## src/rtl/hazard_compositor.sv

```systemverilog
// hazard_compositor: two-stage per-pixel compositor for Barry and NUM_OBS obstacles, with collision
// detection and the START/PLAY/OVER game FSM. Define HAZARD_SHIELD_EN to build the one-shot shield.
module hazard_compositor #(
  parameter int NUM_OBS       = 4,
  parameter int X_W           = 10,
  parameter int Y_W           = 9,
  parameter int HOLD_FRAMES   = 60,
  parameter int FLICK_SHIFT   = 3,
  parameter int SHIELD_FRAMES = 90
) (
  input  logic                   clk,
  input  logic                   reset,
  input  logic                   start,
  input  logic                   thrust,
  input  logic                   frame_start,
  input  logic                   pix_valid,
  input  logic [X_W-1:0]         x,
  input  logic [Y_W-1:0]         y,
  input  logic [X_W-1:0]         barry_x0,
  input  logic [X_W-1:0]         barry_x1,
  input  logic [Y_W-1:0]         barry_y0,
  input  logic [Y_W-1:0]         barry_y1,
  input  logic [NUM_OBS*X_W-1:0] obs_x,
  input  logic [NUM_OBS*2-1:0]   obs_type,
  input  logic [NUM_OBS*2-1:0]   obs_lane,
  input  logic [NUM_OBS-1:0]     obs_active,
  output logic [7:0]             r,
  output logic [7:0]             g,
  output logic [7:0]             b,
  output logic                   rgb_valid,
  output logic [1:0]             game_state,
  output logic                   game_over,
  output logic [NUM_OBS-1:0]     hit_mask
);
  localparam int XE     = X_W + 1;
  localparam int YE     = Y_W + 1;
  localparam int CW     = ((XE > YE) ? XE : YE) + 1;
  localparam int HOLD_W = (HOLD_FRAMES < 1) ? 1 : $clog2(HOLD_FRAMES + 1);

  typedef enum logic [1:0] {
    ST_START = 2'b00,
    ST_PLAY  = 2'b01,
    ST_OVER  = 2'b10
  } state_t;

  state_t state_reg, state_next;

  // One extra bit on every coordinate so x+100 and box edges never wrap.
  logic [XE-1:0] xe, xs, bx0, bx1;
  logic [YE-1:0] ye, by0, by1;
  assign xe  = {1'b0, x};
  assign xs  = xe + XE'(100);
  assign bx0 = {1'b0, barry_x0};
  assign bx1 = {1'b0, barry_x1};
  assign ye  = {1'b0, y};
  assign by0 = {1'b0, barry_y0};
  assign by1 = {1'b0, barry_y1};

  logic body_x, pack_x, head_y, torso_y, jet_y, fire_y;
  assign body_x  = (xe >= bx0 + XE'(10)) && (xe <= bx1);
  assign pack_x  = (xe >= bx0) && (xe <= bx0 + XE'(9));
  assign head_y  = (ye >= by0) && (ye <= by0 + YE'(14));
  assign torso_y = (ye >= by0 + YE'(15)) && (ye <= by1);
  assign jet_y   = (ye >= by0 + YE'(15)) && (ye <= by0 + YE'(44));
  assign fire_y  = (ye >= by0 + YE'(45)) && (ye <= by1);

  logic [NUM_OBS-1:0] obs_hit;

  genvar gi;
  generate
    for (gi = 0; gi < NUM_OBS; gi++) begin : g_obs
      logic [XE-1:0] ox, ow;
      logic [YE-1:0] oy0, oh;
      logic [CW-1:0] dx, dy;
      logic [1:0]    typ, lane;
      logic          in_x, in_y, in_shape;

      assign ox   = {1'b0, obs_x[gi*X_W +: X_W]};
      assign typ  = obs_type[gi*2 +: 2];
      assign lane = obs_lane[gi*2 +: 2];

      always_comb begin
        ow  = XE'(60);
        oh  = YE'(60);
        oy0 = YE'(0);
        case (typ)
          2'b00:   begin ow = XE'(100); oh = YE'(20);  end
          2'b01:   begin ow = XE'(20);  oh = YE'(100); end
          default: ;
        endcase
        case (lane)
          2'b01:   oy0 = YE'(140);
          2'b10:   oy0 = YE'(379);
          default: ;
        endcase
      end

      assign in_x = (xs >= ox) && (xs <= ox + ow - XE'(1));
      assign in_y = (ye >= oy0) && (ye <= oy0 + oh - YE'(1));
      // Offsets are only meaningful inside the bounding box; in_x/in_y gate them.
      assign dx   = CW'(xs) - CW'(ox);
      assign dy   = CW'(ye) - CW'(oy0);

      always_comb begin
        case (typ)
          2'b10:   in_shape = (dy <= dx);
          2'b11:   in_shape = (dx + dy >= CW'(oh - YE'(1)));
          default: in_shape = 1'b1;
        endcase
      end

      assign obs_hit[gi] = obs_active[gi] && (lane != 2'b11) && in_x && in_y && in_shape;
    end
  endgenerate

  logic               v1_reg, head_reg, torso_reg, jet_reg, fire_reg;
  logic [NUM_OBS-1:0] obs_reg;

  always_ff @(posedge clk) begin
    if (reset) begin
      v1_reg    <= 1'b0;
      obs_reg   <= '0;
      head_reg  <= 1'b0;
      torso_reg <= 1'b0;
      jet_reg   <= 1'b0;
      fire_reg  <= 1'b0;
    end else begin
      v1_reg    <= pix_valid;
      obs_reg   <= obs_hit;
      head_reg  <= body_x && head_y;
      torso_reg <= body_x && torso_y;
      jet_reg   <= pack_x && jet_y;
      fire_reg  <= pack_x && fire_y && thrust;
    end
  end

  logic [7:0]         cnt_reg;
  logic [HOLD_W-1:0]  hold_reg, hold_next;
  logic [NUM_OBS-1:0] hit_mask_reg, hit_mask_next;
  logic               start_q_reg, start_rise_reg;
  logic               collide, absorb, invuln;

  // start_q_reg keeps sampling during reset so a button held through reset is not seen as an edge.
  always_ff @(posedge clk) begin
    start_q_reg <= start;
    if (reset) start_rise_reg <= 1'b0;
    else       start_rise_reg <= start && !start_q_reg;
  end

  assign collide = v1_reg && (head_reg || torso_reg || jet_reg) && (|obs_reg)
                   && (state_reg == ST_PLAY);

`ifdef HAZARD_SHIELD_EN
  localparam int SH_W = $clog2(SHIELD_FRAMES + 1);
  logic            shield_reg;
  logic [SH_W-1:0] inv_reg;

  assign invuln = (inv_reg != '0);
  assign absorb = invuln || shield_reg;

  always_ff @(posedge clk) begin
    if (reset) begin
      shield_reg <= 1'b0;
      inv_reg    <= '0;
    end else if (state_reg == ST_START && start_rise_reg) begin
      shield_reg <= 1'b1;
      inv_reg    <= '0;
    end else if (collide && !invuln && shield_reg) begin
      shield_reg <= 1'b0;
      inv_reg    <= SH_W'(SHIELD_FRAMES);
    end else if (frame_start && invuln) begin
      inv_reg <= inv_reg - SH_W'(1);
    end
  end
`else
  // Without the shield every collision ends the game; SHIELD_FRAMES is unused here.
  assign invuln = 1'b0;
  assign absorb = (SHIELD_FRAMES < 0);
`endif

  always_ff @(posedge clk) begin
    if (reset) begin
      state_reg    <= ST_START;
      hold_reg     <= '0;
      hit_mask_reg <= '0;
      cnt_reg      <= '0;
    end else begin
      state_reg    <= state_next;
      hold_reg     <= hold_next;
      hit_mask_reg <= hit_mask_next;
      if (frame_start) cnt_reg <= cnt_reg + 8'd1;
    end
  end

  always_comb begin
    state_next    = state_reg;
    hit_mask_next = hit_mask_reg;
    hold_next     = '0;
    case (state_reg)
      ST_START: begin
        if (start_rise_reg) begin
          state_next    = ST_PLAY;
          hit_mask_next = '0;
        end
      end
      ST_PLAY: begin
        if (collide && !absorb) begin
          state_next    = ST_OVER;
          hit_mask_next = hit_mask_reg | obs_reg;
        end
      end
      ST_OVER: begin
        hold_next = hold_reg;
        if (frame_start && hold_reg < HOLD_W'(HOLD_FRAMES)) hold_next = hold_reg + HOLD_W'(1);
        if (start_rise_reg && hold_reg >= HOLD_W'(HOLD_FRAMES)) state_next = ST_START;
      end
      default: state_next = ST_START;
    endcase
  end

  logic [23:0] rgb_next, rgb_reg;
  logic        v2_reg;

  always_comb begin
    rgb_next = 24'h000000;
    if (v1_reg) begin
      case (state_reg)
        ST_PLAY: rgb_next = 24'hF0F0F0;
        ST_OVER: rgb_next = 24'h0000FF;
        default: rgb_next = 24'h00FF00;
      endcase
      if (state_reg == ST_PLAY) begin
        if (jet_reg)   rgb_next = 24'h141414;
        if (torso_reg) rgb_next = invuln ? 24'h00FFFF : 24'h0A0A80;
        if (head_reg)  rgb_next = 24'hA4674A;
        if (fire_reg)  rgb_next = 24'hFF8000;
      end
      // Walk downwards so the lowest-index obstacle is the one left standing.
      for (int i = NUM_OBS - 1; i >= 0; i--) begin
        if (obs_reg[i]) rgb_next = (cnt_reg[FLICK_SHIFT] ^ i[0]) ? 24'hFF8000 : 24'hFFFF00;
      end
    end
  end

  always_ff @(posedge clk) begin
    if (reset) begin
      rgb_reg <= 24'h000000;
      v2_reg  <= 1'b0;
    end else begin
      rgb_reg <= rgb_next;
      v2_reg  <= v1_reg;
    end
  end

  assign r          = rgb_reg[23:16];
  assign g          = rgb_reg[15:8];
  assign b          = rgb_reg[7:0];
  assign rgb_valid  = v2_reg;
  assign game_state = state_reg;
  assign game_over  = (state_reg == ST_OVER);
  assign hit_mask   = hit_mask_reg;

endmodule

```

## config.mk

```make
export PLATFORM = sky130hd
export DESIGN_NAME = hazard_compositor
export DESIGN_NICKNAME = d
export VERILOG_FILES = /design/src/rtl/hazard_compositor.sv
export SDC_FILE = /design/constraint.sdc
export NUM_CORES = 1
export LEC_CHECK = 0
export BUFFER_PORTS_ARGS = -buffer_cell sky130_fd_sc_hd__clkbuf_2
export CAP_MARGIN = 20
export CORE_MARGIN = 2
export CORE_UTILIZATION = 50
export DETAILED_ROUTE_END_ITERATION = 10
export GPL_ROUTABILITY_DRIVEN = 1
export PLACE_DENSITY = 0.71
export SYNTH_ARGS = -nofsm -noshare
export SYNTH_HDL_FRONTEND = slang
export SYNTH_SLANG_ARGS = --single-unit
export TNS_END_PERCENT = 30
```

## constraint.sdc

```tcl
create_clock -name clk -period 11.35 [get_ports clk]
set_input_delay 0 -clock clk [delete_from_list [all_inputs] [get_ports clk]]
set_output_delay 0 -clock clk [all_outputs]
set_load 0.02 [all_outputs]
```

==> results.toml <==
[synth]
synthDistinctLibCells = 70
async_flop_share_pct = 0
syn_nets = 2530
yosysWarnings = 0
synthesis.area_um2 = 15100
synth_edf_count = 0
ys_seq_area_share_pct = 6.38
syn_inst = 1968
avgSynthCellArea_um2 = 7.65
ys_seq_elements = 48
synth_flop_cell = "dfxtp_1"

[route]
top_layer_used = "met4"
vias = 14600
met1Wirelength_mm = 18.9
ant_nets = 0
dr_wl_met2_mm = 19.0
route.met3.wl_mm = 2.03
avgRoutedWirePerCell_um = 16.5
drt_iter0_drc = 878
wirelength_mm = 41.4
viasPerCell = 5.80
first_pass_iters = 8
drc = 0

[global_route]
antenna_found_initial = 3
track_usage_pct = 26.2
grt_max_degree = 20
grt_pass1_vias = 14100
overflow = 0
grt_first_pass_wirelength_mm = 67.7

[clock_network]
clock_latency_ns = 0.31
clockBufferDepth = 2
root_buffer = "clkbuf_16"
cts_setup_buffers = 0
hold_buffers = 3
post_cts_resized = 0
clk_pin_slew_ns = 0.07
cts_tree = "yes"
cts_made_buffers = 5
htreeDepth = 2
cts.sinks = 48

[placed_design]
place_congestion = 0.958
portBuffers = 154
placed_area_um2 = 16300
dpl.hpwl_mm = 34.3

[die]
die_y_um = 178
rows = 63
fp.coreArea_um2 = 29600
io-pin-count = 155
start_util_pct = 50.8
fp.dieW_um = 178
die-area_um2 = 31500

[run_status]
status = "finished clean"

[layout]
final_net_count = 2675
final_common_cell = "ha_1"
stdcell_area_um2 = 16500
syn2layout_area_growth_pct = 9.21
final_cell_mix = "ha_1, inv_1, a21oi_1"
largest_register_ffs = 20
drive_gt1_share_pct = 8.99

[worst_setup_path]
worstPathMaxFanout = 8
criticalPathCategory = "input port to flip-flop"
worstPathArrival_ns = 4.60
ff2ff_path_depth = 6
cp_data_required_time_ns = 11.53
end_kind = "flip-flop"
cp-start-kind = "input port"

[worst_hold_path]
min_path_type = "input port to flip-flop"
hold_depth = 3

[timing]
fmax_ghz = 0.226
setup_tns_ns = 0
slew_viol_final = 0
rsz0062_at_grt = "no"
finalHoldViolCount = 0
worst_pin_slew_ns = 1.09
slew_headroom_pct = 27.1
setup_violations = 0
post-route-min-period_ns = 4.42
skew_ns = 0.0119
min_period_over_period_pct = 38.9

[power_and_ir_drop]
leakage_uw = 0.00834
peakVddDrop_mv = 0.100
p_per_area_nw_per_um2 = 109

[job]
max_cap_viol_count = 0
-- final cells by class --
| cell class | instances | area (um^2) |
|---|---|---|
| Fill cell | 2852 | 13200 |
| Multi-Input combinational cell | 1652 | 13100 |
| Sequential cell | 48 | 961 |
| Inverter | 241 | 905 |
| Timing Repair Buffer | 165 | 861 |
| Tap cell | 390 | 488 |
| Clock buffer | 5 | 125 |
| Clock inverter | 3 | 23.8 |
| Antenna cell | 3 | 7.51 |
-- report_power, final --
part	leakage [uW]	internal, uW	switching [uW]
Clock	0.0000660	82.3	75.2
Combinational	0.00788	616	833
Sequential	0.000389	177	6.36
Total	0.00834	875	914
-- Yosys cell counts, types with 5 or more instances --
cell | n | share of area, %
nor4_1 | 10 | 0.42
a21oi_1 | 172 | 5.7
a211o_1 | 5 | 0.29
o31ai_1 | 14 | 0.70
o22ai_1 | 8 | 0.33
xor2_1 | 65 | 3.8
o2111ai_1 | 7 | 0.41
nand3_1 | 32 | 1.1
or2_2 | 15 | 0.62
nand4_1 | 33 | 1.4
a21o_1 | 51 | 2.5
a2111oi_0 | 15 | 0.87
fa_1 | 12 | 1.6
inv_1 | 239 | 6.0
a21boi_0 | 8 | 0.40
o311a_1 | 5 | 0.33
ha_1 | 427 | 35
clkbuf_1 | 22 | 0.55
nor3_1 | 43 | 1.4
or3_1 | 10 | 0.42
nand2b_1 | 29 | 1.2
o211ai_1 | 19 | 0.95
nor2b_1 | 33 | 1.4
and3_1 | 9 | 0.37
o21bai_1 | 18 | 0.90
a31oi_1 | 24 | 1.0
xnor2_1 | 118 | 6.9
o21a_1 | 24 | 1.2
a211oi_1 | 12 | 0.60
a221o_1 | 5 | 0.33
mux2i_1 | 7 | 0.47
nand2_1 | 106 | 2.6
dfxtp_1 | 48 | 6.4
nor2_1 | 129 | 3.2
o21ai_0 | 119 | 4.0
-- worst paths after layout --
kind	startpoint	to	slack (ns)
worst min-delay path	frame_start	cnt_reg[0]	0.06
worst max register to register	obs_reg[0]	game_state[0]	9.11
worst min register to register	start_q_reg	start_rise_reg	0.41
worst max-delay path	x[3]	obs_reg[1]	6.93
-- logic make-up after synthesis --
kind of cell    Yosys count  share of synthesized area [%]
compound gates          542                           22.7
xor+xnor                183                           10.6
fa+ha+maj               439                           37.1
buf+inv                 268                           6.79
flops                    48                           6.38
mux                       7                          0.465
simple gates            481                           15.9
-- routing by layer --
metal | track usage, % | vias to the layer above
met4 | 9.36 | 0
met3 | 2.51 | 79
li1 | - | 7338
met1 | 34.2 | 6726
met5 | 0 | -
met2 | 44.7 | 407
-- critical path, cell delays in order --
cell,delay [ns]
clkbuf_2,0.18
nand3_1,0.14
nor3b_1,0.18
xnor2_1,0.85
ha_1,0.45
nand2_1,0.09
nor2_1,0.04
a211oi_1,0.21
o21ai_0,0.18
a31oi_1,0.29
xor2_1,0.22
ha_1,0.34
and4bb_2,0.34
nand2_1,0.07
nor4bb_1,0.27
a2111oi_0,0.11
a221o_1,0.28
a2111oi_1,0.35
-- metrics by stage --
stage / power [uW] / hold WS (ns) / std cells / util [%] / setup WS [ns]
4_1_cts: 1780 / 0.0542 / 2504 / 55.5 / 6.94
2_1_floorplan: 1290 / 0.0277 / 1968 / - / 7.60
6_report: 1790 / 0.0561 / 2507 / 55.5 / 6.93
3_5_place_dp: 1610 / 0.118 / 2493 / 54.9 / 6.63
5_1_grt: 2000 / 0.0835 / 2507 / 55.5 / 6.51
3_3_place_gp: 1580 / 0.115 / 2493 / 54.9 / 6.80
(Power assumes the default switching activity.)
